$ cat config.mk
export PLATFORM = sky130hd
export DESIGN_NAME = aer_out_4ph_flat
export DESIGN_NICKNAME = d
export VERILOG_FILES = /design/src/rtl/aer_out_4ph_if.sv /design/src/rtl/aer_out_4ph.sv /design/src/flat_wrapper.sv
export SDC_FILE = /design/constraint.sdc
export NUM_CORES = 1
export LEC_CHECK = 0
export BUFFER_PORTS_ARGS = -buffer_cell sky130_fd_sc_hd__buf_2
export CORE_MARGIN = 3
export CORE_UTILIZATION = 45
export CTS_CLUSTER_DIAMETER = 120
export CTS_CLUSTER_SIZE = 8
export DETAILED_ROUTE_END_ITERATION = 12
export GPL_TIMING_DRIVEN = 0
export PLACE_DENSITY_LB_ADDON = 0.05
export SYNTH_ARGS = -nofsm -noshare
export SYNTH_HDL_FRONTEND = slang
export SYNTH_SLANG_ARGS = --single-unit
$ cat constraint.sdc
create_clock -name clk_32 -period 4.9 [get_ports clk_32]
set_input_delay 0.245 -clock clk_32 [delete_from_list [all_inputs] [get_ports clk_32]]
set_output_delay 0.245 -clock clk_32 [all_outputs]
set_load 0.005 [all_outputs]
$ cat src/rtl/aer_out_4ph_if.sv
// ----------------------------------------------------------------------------
// aer_out_4ph_if
// Bus bundle for aer_out_4ph: the incoming valid/ready event stream from the
// bridge and the outgoing asynchronous 4-phase AER bus towards the device.
//
//   in_addr  [31:0]       event address from the bridge (oaer_addr)
//   in_vld                event valid
//   in_rdy                buffer can accept an event this cycle
//   aer_addr [ADDR_W-1:0] external AER address (registered)
//   aer_req               4-phase request (registered)
//   aer_ack               4-phase acknowledge from the device (asynchronous)
//
// slave  : the aer_out_4ph block (consumes the stream, drives the AER bus)
// master : the environment (bridge side plus external device)
// ----------------------------------------------------------------------------
interface aer_out_4ph_if #(
  parameter int ADDR_W = 32
);
  logic [31:0]       in_addr;
  logic              in_vld;
  logic              in_rdy;
  logic [ADDR_W-1:0] aer_addr;
  logic              aer_req;
  logic              aer_ack;

  modport master (
    output in_addr, in_vld, aer_ack,
    input  in_rdy, aer_addr, aer_req
  );

  modport slave (
    input  in_addr, in_vld, aer_ack,
    output in_rdy, aer_addr, aer_req
  );
endinterface

$ cat src/rtl/aer_out_4ph.sv
// ----------------------------------------------------------------------------
// aer_out_4ph
// Output stage of the SpiNNaker-to-neuromorphic bridge. Buffers events from
// the 32-bit valid/ready AER stream in a small FIFO and replays them on an
// external asynchronous 4-phase AER bus (address + req, ack from device).
// The address is presented SETUP_CYC cycles before req rises; a handshake
// that sees no acknowledge for TIMEOUT cycles is abandoned, counted and
// flagged.
//
// Ports
//   clk_32       single clock for all logic
//   rst          asynchronous, active-low reset
//   bus          aer_out_4ph_if.slave: in_addr/in_vld/in_rdy stream and
//                aer_addr/aer_req/aer_ack 4-phase bus
//   err_clr      synchronous clear of timeout_err and drop_cnt
//   timeout_err  sticky flag, set by any handshake timeout
//   drop_cnt     saturating count of timed-out events
//   fifo_lvl     current FIFO occupancy (0 .. 2**FIFO_AW)
//   dbg_state    FSM state: IDLE=0, SETUP=1, REQ=2, RELEASE=3
// ----------------------------------------------------------------------------
module aer_out_4ph #(
  parameter int ADDR_W    = 32,
  parameter int FIFO_AW   = 3,
  parameter int SETUP_CYC = 2,
  parameter int TIMEOUT   = 1023
) (
  input  logic                clk_32,
  input  logic                rst,
  aer_out_4ph_if.slave        bus,
  input  logic                err_clr,
  output logic                timeout_err,
  output logic [7:0]          drop_cnt,
  output logic [FIFO_AW:0]    fifo_lvl,
  output logic [1:0]          dbg_state
);

  localparam int DEPTH = 1 << FIFO_AW;
  localparam int SCW   = $clog2(SETUP_CYC + 1);

  localparam logic [FIFO_AW:0] LVL_FULL = (FIFO_AW + 1)'(DEPTH);
  localparam logic [FIFO_AW:0] LVL_ONE  = (FIFO_AW + 1)'(1);
  localparam logic [SCW-1:0]   SC_INIT  = SCW'(SETUP_CYC);
  localparam logic [15:0]      TO_LIM   = 16'(TIMEOUT);

  typedef enum logic [1:0] {
    ST_IDLE    = 2'd0,
    ST_SETUP   = 2'd1,
    ST_REQ     = 2'd2,
    ST_RELEASE = 2'd3
  } state_t;

  function automatic logic [7:0] sat_inc8(input logic [7:0] v);
    return (v == 8'hFF) ? v : v + 8'd1;
  endfunction

  // FIFO storage and control
  logic [31:0]        r_mem [DEPTH];
  logic [FIFO_AW-1:0] r_wr_ptr;
  logic [FIFO_AW-1:0] r_rd_ptr;
  logic [FIFO_AW:0]   r_lvl;
  logic               r_in_rdy;

  // Handshake FSM
  state_t             r_state;
  logic [SCW-1:0]     r_setup_cnt;
  logic [15:0]        r_to_cnt;
  logic               r_aer_req;
  logic [ADDR_W-1:0]  r_aer_addr;
  logic               r_timeout_err;
  logic [7:0]         r_drop_cnt;

  // Acknowledge synchroniser; r_ack_s2 is the synchronised ack
  logic               r_ack_s1;
  logic               r_ack_s2;

  logic               w_push;
  logic               w_pop;
  logic [FIFO_AW:0]   w_lvl_nxt;
  logic [31:0]        w_head;
  logic [SCW-1:0]     w_setup_dec;
  logic [15:0]        w_to_inc;
  logic [7:0]         w_drop_base;

  assign w_push      = bus.in_vld && r_in_rdy;
  assign w_pop       = (r_state == ST_IDLE) && (r_lvl != '0);
  assign w_head      = r_mem[r_rd_ptr];
  assign w_setup_dec = r_setup_cnt - SCW'(1);
  assign w_to_inc    = r_to_cnt + 16'd1;
  // A timeout in the same cycle as err_clr counts from zero, so the set wins.
  assign w_drop_base = err_clr ? 8'd0 : r_drop_cnt;

  always_comb begin
    w_lvl_nxt = r_lvl;
    if (w_push && !w_pop) begin
      w_lvl_nxt = r_lvl + LVL_ONE;
    end else if (!w_push && w_pop) begin
      w_lvl_nxt = r_lvl - LVL_ONE;
    end
  end

  // ---- stage: FIFO write (data path, not reset) ----
  always_ff @(posedge clk_32) begin
    if (w_push) begin
      r_mem[r_wr_ptr] <= bus.in_addr;
    end
  end

  // ---- stage: FIFO pointers / occupancy ----
  // in_rdy is registered from the next occupancy, so it never depends
  // combinationally on in_vld; it stays low throughout reset.
  always_ff @(posedge clk_32 or negedge rst) begin
    if (!rst) begin
      r_wr_ptr <= '0;
      r_rd_ptr <= '0;
      r_lvl    <= '0;
      r_in_rdy <= 1'b0;
    end else begin
      if (w_push) begin
        r_wr_ptr <= r_wr_ptr + FIFO_AW'(1);
      end
      if (w_pop) begin
        r_rd_ptr <= r_rd_ptr + FIFO_AW'(1);
      end
      r_lvl    <= w_lvl_nxt;
      r_in_rdy <= (w_lvl_nxt != LVL_FULL);
    end
  end

  // ---- stage: ack synchroniser ----
  always_ff @(posedge clk_32 or negedge rst) begin
    if (!rst) begin
      r_ack_s1 <= 1'b0;
      r_ack_s2 <= 1'b0;
    end else begin
      r_ack_s1 <= bus.aer_ack;
      r_ack_s2 <= r_ack_s1;
    end
  end

  // ---- stage: 4-phase handshake FSM ----
  always_ff @(posedge clk_32 or negedge rst) begin
    if (!rst) begin
      r_state       <= ST_IDLE;
      r_setup_cnt   <= '0;
      r_to_cnt      <= '0;
      r_aer_req     <= 1'b0;
      r_aer_addr    <= '0;
      r_timeout_err <= 1'b0;
      r_drop_cnt    <= 8'd0;
    end else begin
      // A timeout below overrides this clear within the same cycle.
      if (err_clr) begin
        r_timeout_err <= 1'b0;
        r_drop_cnt    <= 8'd0;
      end
      unique case (r_state)
        ST_IDLE: begin
          if (w_pop) begin
            r_aer_addr  <= w_head[ADDR_W-1:0];
            r_setup_cnt <= SC_INIT;
            r_state     <= ST_SETUP;
          end
        end
        ST_SETUP: begin
          // Hitting zero on the SETUP_CYC-th edge after the address load.
          r_setup_cnt <= w_setup_dec;
          if (w_setup_dec == '0) begin
            r_aer_req <= 1'b1;
            r_to_cnt  <= '0;
            r_state   <= ST_REQ;
          end
        end
        ST_REQ: begin
          if (r_ack_s2) begin
            r_aer_req <= 1'b0;
            r_state   <= ST_RELEASE;
          end else begin
            r_to_cnt <= w_to_inc;
            if (w_to_inc == TO_LIM) begin
              // Event is abandoned, never retried.
              r_aer_req     <= 1'b0;
              r_timeout_err <= 1'b1;
              r_drop_cnt    <= sat_inc8(w_drop_base);
              r_state       <= ST_RELEASE;
            end
          end
        end
        ST_RELEASE: begin
          if (!r_ack_s2) begin
            r_state <= ST_IDLE;
          end
        end
        default: r_state <= ST_IDLE;
      endcase
    end
  end

  assign bus.in_rdy   = r_in_rdy;
  assign bus.aer_addr = r_aer_addr;
  assign bus.aer_req  = r_aer_req;
  assign timeout_err  = r_timeout_err;
  assign drop_cnt     = r_drop_cnt;
  assign fifo_lvl     = r_lvl;
  assign dbg_state    = r_state;

endmodule

$ cat src/flat_wrapper.sv
// flat-port wrapper written by rule: the top's interface ports become plain ports
module aer_out_4ph_flat 
#(
  parameter int ADDR_W    = 32,
  parameter int FIFO_AW   = 3,
  parameter int SETUP_CYC = 2,
  parameter int TIMEOUT   = 1023
)
  (clk_32, rst, err_clr, timeout_err, drop_cnt, fifo_lvl, dbg_state, bus_in_addr, bus_in_vld, bus_aer_ack, bus_in_rdy, bus_aer_addr, bus_aer_req);
  aer_out_4ph_if #(.ADDR_W(ADDR_W)) bus_i ();
  input  logic clk_32;
  input  logic rst;
  input  logic err_clr;
  output logic timeout_err;
  output logic [7:0] drop_cnt;
  output logic [FIFO_AW:0] fifo_lvl;
  output logic [1:0] dbg_state;
  input wire logic [$bits(bus_i.in_addr)-1:0] bus_in_addr;
  input wire logic [$bits(bus_i.in_vld)-1:0] bus_in_vld;
  input wire logic [$bits(bus_i.aer_ack)-1:0] bus_aer_ack;
  output wire logic [$bits(bus_i.in_rdy)-1:0] bus_in_rdy;
  output wire logic [$bits(bus_i.aer_addr)-1:0] bus_aer_addr;
  output wire logic [$bits(bus_i.aer_req)-1:0] bus_aer_req;
  assign bus_i.in_addr = bus_in_addr;
  assign bus_i.in_vld = bus_in_vld;
  assign bus_i.aer_ack = bus_aer_ack;
  assign bus_in_rdy = bus_i.in_rdy;
  assign bus_aer_addr = bus_i.aer_addr;
  assign bus_aer_req = bus_i.aer_req;
  aer_out_4ph #(.ADDR_W(ADDR_W), .FIFO_AW(FIFO_AW), .SETUP_CYC(SETUP_CYC), .TIMEOUT(TIMEOUT)) u_core (.clk_32(clk_32), .rst(rst), .bus(bus_i), .err_clr(err_clr), .timeout_err(timeout_err), .drop_cnt(drop_cnt), .fifo_lvl(fifo_lvl), .dbg_state(dbg_state));
endmodule
==> results.md, run 1 <==
* Synth Cell Area at 13,300 µm²
* Crit-path slowest cell: clkbuf_1
* # rows at 62
* Net Switching at 2.82 mW
* Most common cell on crit path: clkbuf_1
* Max Buffers Root-to-Sink at 3
* Layout Skew at ~0.019 ns
* Core area at a little under 30,000 µm²
* Clock latency on the worst-skew pair at roughly 0.53 ns
* # IOs at between 80 and 90
* Fin util at a little under three fifths
* Int Power at 6.55 mW
* Die height at 178 µm
* Ys async rst share at 22.7%
* DR vias/cell at between 5 and 6
* Reg2reg start: u_core.fifo_lvl[0]$_DFF_PN0_
* Worst EP arrival at ~3.1 ns
* GPL Wtd Cong at roughly 0.79
* Multi-input combinational cell area at around 3500 µm²
* Max VDD drop at about 0.33 mV
* GR Overflow Total at 0
* Post-synth EDFFs at 256
* Vias in the first global route at roughly 7,900
* H-tree levels at 2
* Critical setup path kind: reg -> reg
* CP Capture Type: flop
* Buf/Inv on CP at 3
* Period utilization at between 50 and 60%
* Synth Flop Type: edfxtp_1
* Initial antenna violation count at 0
* Register area at between 9000 and 10,000 µm²
* Layout cell share with drive strength beyond 1 at between 20% and 30%
* Critical Path Start Type: flop
* Sw Share at ~30%
* Post-Route WL at between 20,000 and 30,000 µm
* Comb pwr share at ~28%
* Crit path max fanout at 10
* Most frequent cells in the layout: 256 x edfxtp_1, 91 x buf_2, 75 x dfrtp_1, 69 x nand2_1, 64 x mux4_2
* Routed Antenna Nets at 0
* Crit path largest cell delay at slightly below 0.6 ns
* Clock transition at the registers of the reported paths at 0.05 ns
* Post-route DRC at 0
* Full die area at 31,600 µm²
* Net Count, Synth at 812
* Iteration-0 DRC Markers at ~560
* TritonCTS Buffers at 47
* Synth top area share at around 58%
* Yosys reg bits at around 330
* Reg2reg path depth at 7
* GRT Util Overall at a little under a fifth
* Status: finished, final reports clean
* IO buf count at 85
* Post_cts resized at 0
* Commonest non-fill, non-tap cell in the layout: edfxtp_1
* Slew HR at about 28%
* R2R Setup Slk at 2.14 ns
* Drt pass-1 iters at 7
* Initial core utilization at a little under half
* Worst-Margin Slew at 1.08 ns
* Nets at around 1,000
* Via count at between 7,000 and 8,000
* Cell family with most CP delay: buffers and inverters
* HP Class: in -> async
* Mapped Avg Cell Area at 17.4 µm²
* Required @ worst endpoint at around 5.3 ns
* Leakage power at ~6 nW
* Post-layout min period at 2.76 ns
* Die Wd at between 150 and 200 µm
* DP Area at 14,600 µm²
* WP depth at 7
* Syn. warnings at 0
* # diodes at 0
* RR Endpoint: u_core.bus.aer_addr[24]$_DFFE_PN0P_
* Pin count of the biggest net entering global routing at 47
* Part of the power in registers at 40.4%
* Synth cell types at 55
* DR WL/cell at around 21 µm
* Hpwl dp at 18,900 µm
* Power Dens Cells at ~580 nW/µm²
* Cells along the critical path: inv_1 -> ha_1 -> or3b_1 -> nand2_1 -> clkbuf_1 -> clkbuf_1 -> o21ai_0
* Final hold viol count at 0
* Largest area contributor in the netlist: edfxtp_1
* Design area at between 15,000 and 20,000 µm²
* Area grow syn2layout at 22.8%
* Root Driver: clkbuf_16
* CTS tree: built
* Fmax at 362 MHz
* Gate Count Post-Synth at between 700 and 800
* Largest cells by area after synthesis: edfxtp_1 58%, dfrtp_1 14%, mux4_2 11%
* Max cap viols at 0
* # setup viols final at 0
* RSZ-0062 raised after global routing: false
* Fillers at roughly 2,300
* Final Max Slew Viols at 0
* Global-route wire length before repair at 45,400 µm
* Seq/Total Area, Yosys at between 70 and 80%
* CTS Sinks at 331
* Clock power frac at between 30% and 40%
[state kept, by name, summed over array words and instances, names as in the netlist]
name / cells
u_core.bus.aer_addr: 32
u_core.bus.aer_req: 1
u_core.bus.in_rdy: 1
u_core.dbg_state: 2
u_core.drop_cnt: 8
u_core.fifo_lvl: 4
u_core.r_ack_s1: 1
u_core.r_ack_s2: 1
u_core.r_mem: 256
u_core.r_rd_ptr: 3
u_core.r_setup_cnt: 2
u_core.r_to_cnt: 16
u_core.r_wr_ptr: 3
u_core.timeout_err: 1
[final cells by class]
| class | instances | area share, % |
|---|---|---|
| tap | 384 | 2.95 |
| sequential | 331 | 58.7 |
| clock inverter | 3 | 0.223 |
| clock buffer | 81 | 8.01 |
| multi-input combinational | 380 | 21.7 |
| buffer | 38 | 0.961 |
| timing repair buffer | 154 | 7.08 |
| inverter | 14 | 0.323 |
[how the worst max path moves through the flow]
stage / to / startpoint / slack [ns]
global placement: u_core.r_mem[4][20]$_DFFE_PP_ / u_core.r_wr_ptr[2]$_DFFE_PN0P_ / -3.43
CTS: u_core.bus.aer_addr[20]$_DFFE_PN0P_ / u_core.fifo_lvl[0]$_DFF_PN0_ / 2.12
global route: u_core.bus.aer_addr[24]$_DFFE_PN0P_ / u_core.fifo_lvl[0]$_DFF_PN0_ / 1.92
detailed placement: u_core.bus.aer_addr[24]$_DFFE_PN0P_ / u_core.fifo_lvl[0]$_DFF_PN0_ / 2.12
finish: u_core.bus.aer_addr[24]$_DFFE_PN0P_ / u_core.fifo_lvl[0]$_DFF_PN0_ / 2.14
floorplan: u_core.r_mem[4][0]$_DFFE_PP_ / u_core.r_wr_ptr[2]$_DFFE_PN0P_ / 0.44
[logic make-up (layout without fill, tap and decap cells)]
logic type | Yosys count | count (layout) | synth area share, %
DFF | 331 | 331 | 72.1
and+or+nand+nor | 158 | 158 | 6.25
xor gates and xnor gates | 18 | 18 | 1.19
AOI/OAI and AO/OA | 91 | 91 | 4.02
buffers and inverters | 52 | 290 | 1.58
adders and majority gates | 12 | 12 | 1.13
muxes | 101 | 101 | 13.7
[power groups by stage]
stage | sequential [mW] | combinational (mW) | clock (mW)
global route | 3.83 | 2.98 | 3.11
global placement | 3.86 | 2.53 | 0
CTS | 3.79 | 2.75 | 2.98
detailed placement | 3.84 | 2.72 | 0
floorplan | 3.81 | 1.71 | 0
finish | 3.78 | 2.68 | 2.91
[synthesized netlist by cell type, types with 2 or more instances]
library cell,instances
xnor2_1,10
ha_1,12
mux2_1,3
o211ai_1,2
mux2i_1,33
o21ai_0,53
mux4_2,64
buf_1,5
buf_2,7
nand4_1,6
nand4_4,3
and3_1,4
dfrtp_1,75
nor3_1,6
nor4_1,4
nand3_1,17
o22ai_1,3
o31ai_1,5
a31oi_1,3
nor3b_1,3
nor2b_1,7
nand2_1,69
clkbuf_1,24
and2_1,4
nand3b_1,3
a21o_2,2
a21oi_1,11
edfxtp_1,256
nor2_1,19
xor2_1,8
or3_1,3
a31o_2,2
inv_1,14
a22o_1,2
[routing by layer]
metal  global-route usage [%]  part of all wire, %  wire length [µm]
met4                     4.45                  1.7               498
met5                        0                    0                 0
met2                     32.4                   51             14800
met1                     26.0                   43             12400
met3                     3.21                  4.6              1350
[through the flow]
stage / std cells / power, mW / TNS, ns / worst slack [ns] / hold WS (ns)
after global routing: 1385 / 9.92 / 0 / 1.92 / 0.232
after floorplan: 763 / 5.52 / 0 / 0.444 / -0.0506
final: 1385 / 9.37 / 0 / 2.14 / 0.208
after CTS: 1385 / 9.52 / 0 / 2.12 / 0.201
after global placement: 1232 / 6.39 / -423.24 / -3.43 / 0.336
after detailed placement: 1267 / 6.55 / 0 / 2.12 / 0.231
[timing repair]
| item | in CTS | in global routing |
|---|---|---|
| buffers inserted | 0 | 0 |
| endpoints found under the hold margin | 286 | 0 |
| hold buffers | 34 | 0 |
(Power assumes the default switching activity.)
==> run 2, diff against run 1 <==
Settings changed: ABC_AREA set to 1.
Clock period 4.9 ns to 2.2 ns, I/O delays scaled along.
==> run 2 against run 1 <==
  * Cell count grew 28%
  * Sequential power grew 120%
  * Power grew 130%
  * Largest cell class unchanged
==> results.md, run 2 <==
* CTS tree: built
* GPL Wtd Cong at 0.819 (+3.9%)
* GR Overflow Total at 0 (unchanged)
* Synth Area in Adders at 1.10% (-0.029 points)
* Mux contribution to synthesized area at 0% (-14 points)
* Drt pass-1 iters at 5 (-2)
* Critical Path Start Type: flop
* Pin count of the biggest net entering global routing at 62 (+32%)
* Reg with most FFs: u_core.r_mem
* Syn. warnings at 0 (unchanged)
* Post-synth EDFFs at 256 (unchanged)
* Initial core utilization at 45.8% (-0.18 points)
* Top cells by count, synth: 256 x edfxtp_1, 183 x nand2_1, 168 x nor2_1, 145 x o21ai_0, 75 x dfrtp_1
* HP Class: in -> async
* Status: finished, final reports clean
* Layout cell share with drive strength beyond 1 at 17.4% (-9.0 points)
* Crit path max fanout at 10 (unchanged)
* Synth Flop Type: edfxtp_1
* Max FFs per register at 256 (unchanged)
* Via count at 9,647 (+30%)
* Post-Route WL at 36,300 µm (+25%)
* Fmax at 476 MHz (+31%)
* Most frequent cell after synthesis: edfxtp_1
* Layout Skew at 0.0119 ns (-0.00727 ns)
* DR vias/cell at 5.44 (+1.6%)
* Combinational family with the most area after synthesis: simple AND/OR/NAND/NOR gates
* Final std cells w/o fill at 1,772 (+28%)
* Clock transition at the registers of the reported paths at 0.05 ns (about the same)
* Max cap viols at 0 (unchanged)
* Worst EP arrival at 2.57 ns (-0.57 ns)
* H-tree levels at 2 (unchanged)
* Routed Antenna Nets at 0 (unchanged)
* TritonCTS Buffers at 47 (unchanged)
* Hpwl dp at 22,700 µm (+20%)
* Commonest non-fill, non-tap cell in the layout: edfxtp_1
* Critical setup path kind: reg -> reg
* GRT Util Overall at 22.3% (+3.2 points)
* Net Count, Synth at 1,207 (+49%)
* Hold_ws at 0.134 ns (-0.0734 ns)
* Leakage power at 6.32 nW (+5.4%)
* Worst-Margin Slew at 0.858 ns (-0.219 ns)
* Fin util at 56.2% (-0.25 points)
* # IOs at 86 (unchanged)
* Yosys reg bits at 331 (unchanged)
* Max Buffers Root-to-Sink at 3 (unchanged)
* Power Dens Cells at 1310 nW/µm² (+130%)
* Max VDD drop at 0.783 mV (+140%)
* Reg2reg start: u_core.fifo_lvl[0]$_DFF_PN0_
* Post-route DRC at 0 (unchanged)
* Initial antenna violation count at 0 (unchanged)
* # rows at 63 (+1.6%)
* Full die area at 32,400 µm² (+2.5%)
* Global-route wire length before repair at 56,500 µm (+24%)
* Final Max Slew Viols at 0 (unchanged)
* Clock latency on the worst-skew pair at 0.54 ns (about the same)
* Fillers at 2,556 (+10%)
* # diodes at 0 (unchanged)
* IO buf count at 85 (unchanged)
* Post-Synth Simple-Gate Area at 14.0% (+7.8 points)
* Most frequent cells in the layout: 256 x edfxtp_1, 176 x nand2_1, 154 x nor2_1, 145 x o21ai_0, 87 x buf_2
* Iteration-0 DRC Markers at 768 (+38%)
* Period utilization at 95.6% (+39 points)
* Die Wd at 180 µm (+1.2%)
* Largest area contributor in the netlist: edfxtp_1
* Root Driver: clkbuf_16
* Vias in the first global route at 9,537 (+21%)
* Final hold viol count at 0 (unchanged)
* Core area at 29,700 µm² (+3.0%)
* Slew HR at 42.8% (+15 points)
* DR WL/cell at 20.5 µm (-2.4%)
* Seq/Total Area, Yosys at 70.3% (-1.8 points)
* R2R Setup Slk at 0.1 ns (-2.04 ns)
* Area grow syn2layout at 22.7% (about the same)
* CTS Sinks at 331 (unchanged)
* Gate Count Post-Synth at 1,158 (+52%)
* Ys async rst share at 22.7% (unchanged)
* Synth cell types at 31 (-44%)
* Post-Synth XOR/XNOR Area at 0.386% (-0.80 points)
* Synth top area share at 56.5% (-1.5 points)
* Synth Cell Area at 13,600 µm² (+2.6%)
* # setup viols final at 0 (unchanged)
* Die height at 180 µm (+1.2%)
* Required @ worst endpoint at 2.67 ns (-2.60 ns)
* Mapped Avg Cell Area at 11.8 µm² (-32%)
* Compound-Gate Fraction of Synth Area at 10.8% (+6.7 points)
* Nets at 1,396 (+38%)
* Setup crit start: u_core.fifo_lvl[0]$_DFF_PN0_
* CP Capture Type: flop
* Post-layout min period at 2.10 ns (-0.662 ns)
* Cell Count Post-Placement at 1,642 (+30%)
* Largest cells by area after synthesis: edfxtp_1 56%, dfrtp_1 14%, o21ai_0 5.3%
-- run 2: cell types whose count changed in the layout (fill, tap and decap cells not counted), sizes merged, moves of 15 or more --
| cell | delta |
|---|---|
| nor2 | +163 |
| clkbuf | +27 |
| o221ai | +56 |
| o22ai | +15 |
| mux4 | -64 |
| o21ai | +94 |
| mux2i | -33 |
| buf | -26 |
| inv | +52 |
| nand2 | +122 |
| nand3 | +40 |
-- run 2: cell type report --
type | instances | area, µm² | area share (%)
well taps | 390 | 488 | 2.92
plain buffers | 57 | 255 | 1.53
clock buffers | 81 | 1300 | 7.81
inverters | 66 | 248 | 1.48
flip-flops and latches | 331 | 9570 | 57.3
repair buffers | 139 | 1060 | 6.36
multi-input cells | 705 | 3740 | 22.4
clock inverters | 3 | 36.3 | 0.217
-- run 2: path summary, 6_finish.rpt --
path                                                            end  cells past startpoint
worst max register to register  u_core.bus.aer_addr[21]$_DFFE_PN0P_                      8
worst min-delay path            u_core.bus.aer_addr[26]$_DFFE_PN0P_                      3
min in group clk_32                       u_core.r_ack_s1$_DFF_PN0_                      2
worst max-delay path            u_core.bus.aer_addr[21]$_DFFE_PN0P_                      8
worst min register to register            u_core.r_ack_s2$_DFF_PN0_                      0
max in group asynchronous       u_core.bus.aer_addr[27]$_DFFE_PN0P_                      3
-- run 2: worst max-delay path, cell delays in order, from the launching register on --
cell and delay, ns:
dfrtp_1 0.45, inv_1 0.07, ha_1 0.23, a31oi_1 0.27, buf_4 0.17, buf_4 0.20
clkbuf_2 0.35, nand3_1 0.19, nand2_1 0.09
-- run 2: power by group --
part | internal (mW) | switching (mW) | leakage (nW) | total, mW
clock | 3.99 | 2.56 | 0.634 | 6.55
sequential | 7.93 | 0.447 | 3.27 | 8.37
combinational | 2.14 | 4.85 | 2.42 | 6.99
-- run 2: stage by stage --
stage / cell area [µm²] / TNS (ns) / setup slack, ns / total power [mW]
CTS: 16500 / 0 / 0.00631 / 22.0
detailed placement: 14800 / -6.88 / -0.298 / 15.3
global route: 16700 / -0.0689 / -0.0178 / 23.2
floorplan: 13600 / -42.77 / -0.334 / 12.3
finish: 16700 / 0 / 0.0977 / 21.9
global placement: 14500 / -325.28 / -1.97 / 15.0
-- run 2: repair_timing --
action                                  4_1_cts  5_1_grt
setup buffers                                 0        8
pin swaps                                     0        8
hold buffers                                 37        0
gates resized for setup                      22       47
hold endpoints to repair                    339        0
cloned                                        0        2
endpoints found under the setup margin       51       60
-- run 2: logic make-up (layout without fill, tap and decap cells) --
family,Yosys count,after routing
buffers and inverters,124,346
XOR/XNOR,6,6
adder cells (fa/ha/maj),12,12
flip-flops,331,331
AND/OR/NAND/NOR,446,448
AO/OA/AOI/OAI,239,239
-- run 2: layer usage --
layer | vias up | wire length [µm] | track usage (%)
met2 | 286 | 17000 | 35.9
li1 | 4536 | - | -
met4 | 0 | 817 | 6.06
met1 | 4758 | 16400 | 31.9
met3 | 67 | 2000 | 3.50
met5 | - | 0 | 0
==> run 3, diff against run 2 <==
Settings changed: BUFFER_PORTS_ARGS -buffer_cell sky130_fd_sc_hd__buf_2 to -buffer_cell sky130_fd_sc_hd__clkbuf_2.
Clock period 2.2 ns to 2.5 ns, I/O delays scaled along.
==> run 3 against run 2 <==
  * Largest power group unchanged
  * Sequential power decreased by 12%
  * Cell count fell by 0.34%
  * Power decreased by 12%
  * Non-clock buffer count is 8 lower
  * Wire length is 1.5% lower
  * Largest cell class unchanged
  * First-iteration DRC count decreased by 4.8%
  * Combinational power fell by 14%
  * Clock-buffer cell count is 4 higher
  * Setup slack gained 0.037 ns
  * Sequential share of layout area rose by 0.43 points
==> results.md, run 3 (synthesized netlist as in run 2, its figures left out) <==
* Hpwl dp at 22,800 µm (+0.52%)
* # diodes at 0 (unchanged)
* Layout cell share with drive strength beyond 1 at 13.7% (-3.6 points)
* Fmax at 423 MHz (-11%)
* IO buf count at 85 (unchanged)
* GPL Wtd Cong at 0.792 (-3.3%)
* Commonest non-fill, non-tap cell in the layout: edfxtp_1
* Vias in the first global route at 9,434 (-1.1%)
* Post-Route WL at 35,800 µm (-1.5%)
* Root Driver: clkbuf_16
* Routed Antenna Nets at 0 (unchanged)
* Reg with most FFs: u_core.r_mem
* Via count at 9,519 (-1.3%)
* Pre-CTS setup slack at -0.132 ns (+0.165 ns)
* Crit path largest cell delay at 0.60 ns (+0.15 ns)
* Full die area at 32,400 µm² (unchanged)
* CTS Sinks at 331 (unchanged)
* Post-layout min period at 2.36 ns (+0.263 ns)
* GRT Util Overall at 21.9% (-0.38 points)
* Period utilization at 94.6% (-0.96 points)
* Global-route wire length before repair at 55,300 µm (-2.1%)
* Layout Skew at 0.0113 ns (-0.000609 ns)
* DP Area at 14,800 µm² (+0.10%)
* Iteration-0 DRC Markers at 731 (-4.8%)
* Critical setup path kind: reg -> reg
* Max FFs per register at 256 (unchanged)
* Crit path max fanout at 10 (unchanged)
* Clock latency on the worst-skew pair at 0.54 ns (about the same)
* Post-route DRC at 0 (unchanged)
* Worst EP arrival at 2.84 ns (+0.27 ns)
* # rows at 63 (unchanged)
* Max VDD drop at 0.592 mV (-24%)
* CP Capture Type: flop
* Required @ worst endpoint at 2.97 ns (+0.30 ns)
* Most frequent cells in the layout: 256 x edfxtp_1, 183 x nand2_1, 159 x nor2_1, 145 x o21ai_0, 89 x clkbuf_2
* Status: finished, final reports clean
* Area grow syn2layout at 21.8%
* Final Max Slew Viols at 0 (unchanged)
* Setup Buffers After CTS at 0 (unchanged)
* CTS tree: built
* RSZ-0062 raised after global routing: false
* Leakage power at 6.23 nW (-1.5%)
* Cells along the critical path: inv_1 -> ha_1 -> a31oi_1 -> buf_2 -> buf_1 -> o211ai_1 -> nand2_1
* Die height at 180 µm (unchanged)
* Crit-path slowest cell: buf_1
* DR WL/cell at 20.2 µm (-1.1%)
* Core area at 29,700 µm² (unchanged)
* Final hold viol count at 0 (unchanged)
* Initial antenna violation count at 0 (unchanged)
* Nets at 1,386 (-0.72%)
* HP Class: in -> async
* Max cap viols at 0 (unchanged)
* Drt pass-1 iters at 5 (unchanged)
* Clock transition at the registers of the reported paths at 0.05 ns (about the same)
* Critical Path Start Type: flop
* DR vias/cell at 5.39 (-0.99%)
* Max Buffers Root-to-Sink at 3 (unchanged)
* Fin worst setup slack at 0.135 ns (+0.0374 ns)
* H-tree levels at 2 (unchanged)
* GR Overflow Total at 0 (unchanged)
* # setup viols final at 0 (unchanged)
* # IOs at 86 (unchanged)
* Design area at 16,600 µm² (-0.76%)
* Worst-Margin Slew at 1.02 ns (+0.161 ns)
* Die Wd at 180 µm (unchanged)
* Pin count of the biggest net entering global routing at 49 (-21%)
* Slew HR at 32.0% (-11 points)
* Power Dens Cells at 1160 nW/µm² (-11%)
* TritonCTS Buffers at 47 (unchanged)
* Initial core utilization at 45.8% (unchanged)
[run 3: changes by cell type in the layout (fill, tap and decap cells not counted), sizes merged]
| cell | delta |
|---|---|
| buf | -94 |
| clkbuf | +91 |
| clkinv | +2 |
| dlygate4sd3 | -1 |
| inv | -2 |
| nor2 | -2 |
[run 3: cell type report]
class	instances	area, µm²
Fill cell	2559	13200
Buffer	58	226
Tap cell	390	488
Timing Repair Buffer	130	1010
Clock buffer	85	1340
Multi-Input combinational cell	703	3640
Inverter	66	248
Sequential cell	331	9560
Clock inverter	3	57.6
[run 3: repair_timing]
item,4_1_cts,5_1_grt
hold buffers,36,0
setup endpoints to repair,10,20
resized for setup,1,9
hold endpoints to repair,322,0
[run 3: power by group]
| part | switching (mW) | internal, mW | total [mW] |
|---|---|---|---|
| clock network | 2.32 | 3.61 | 5.93 |
| logic | 4.21 | 1.78 | 5.99 |
| registers | 0.403 | 6.97 | 7.38 |
[run 3: critical path, delay by kind of cell, from the launching register on]
family | cells | cell delay, ns
buffers and inverters | 3 | 1.01
AO/OA/AOI/OAI | 2 | 0.47
flip-flops | 1 | 0.45
adder cells (fa/ha/maj) | 1 | 0.23
AND/OR/NAND/NOR | 1 | 0.11
[run 3: per-layer routing]
layer / share of wire (%) / vias up / routed length (µm) / GRT usage, %
li1: - / 4511 / - / -
met1: 45 / 4698 / 16000 / 30.1
met2: 49 / 252 / 17400 / 36.9
met3: 4.4 / 58 / 1580 / 3.16
met4: 2.2 / 0 / 790 / 5.91
met5: 0 / - / 0 / 0
[run 3: final timing paths]
check,cells past startpoint,slack [ns],to,start
setup / recovery,7,0.14,u_core.bus.aer_addr[25]$_DFFE_PN0P_,u_core.fifo_lvl[0]$_DFF_PN0_
hold / removal,2,0.11,u_core.fifo_lvl[0]$_DFF_PN0_,rst
setup reg to reg,7,0.14,u_core.bus.aer_addr[25]$_DFFE_PN0P_,u_core.fifo_lvl[0]$_DFF_PN0_
hold reg to reg,0,0.36,u_core.r_ack_s2$_DFF_PN0_,u_core.r_ack_s1$_DFF_PN0_
max in group asynchronous,3,1.74,u_core.bus.aer_addr[3]$_DFFE_PN0P_,rst
min in group clk_32,2,0.24,u_core.r_ack_s1$_DFF_PN0_,bus_aer_ack
[run 3: metrics by stage]
step | power (mW) | hold slack (ns) | util, % | std cells | TNS, ns
after global placement | 13.2 | 0.237 | 48.9 | 1633 | -357.08
after detailed placement | 13.5 | 0.142 | 49.8 | 1642 | -1.13
final | 19.3 | 0.105 | 55.7 | 1766 | 0
after global routing | 20.4 | 0.131 | 55.7 | 1766 | 0
after CTS | 19.5 | 0.105 | 55.7 | 1766 | 0
after floorplan | 10.8 | -0.171 | - | 1158 | -4.37
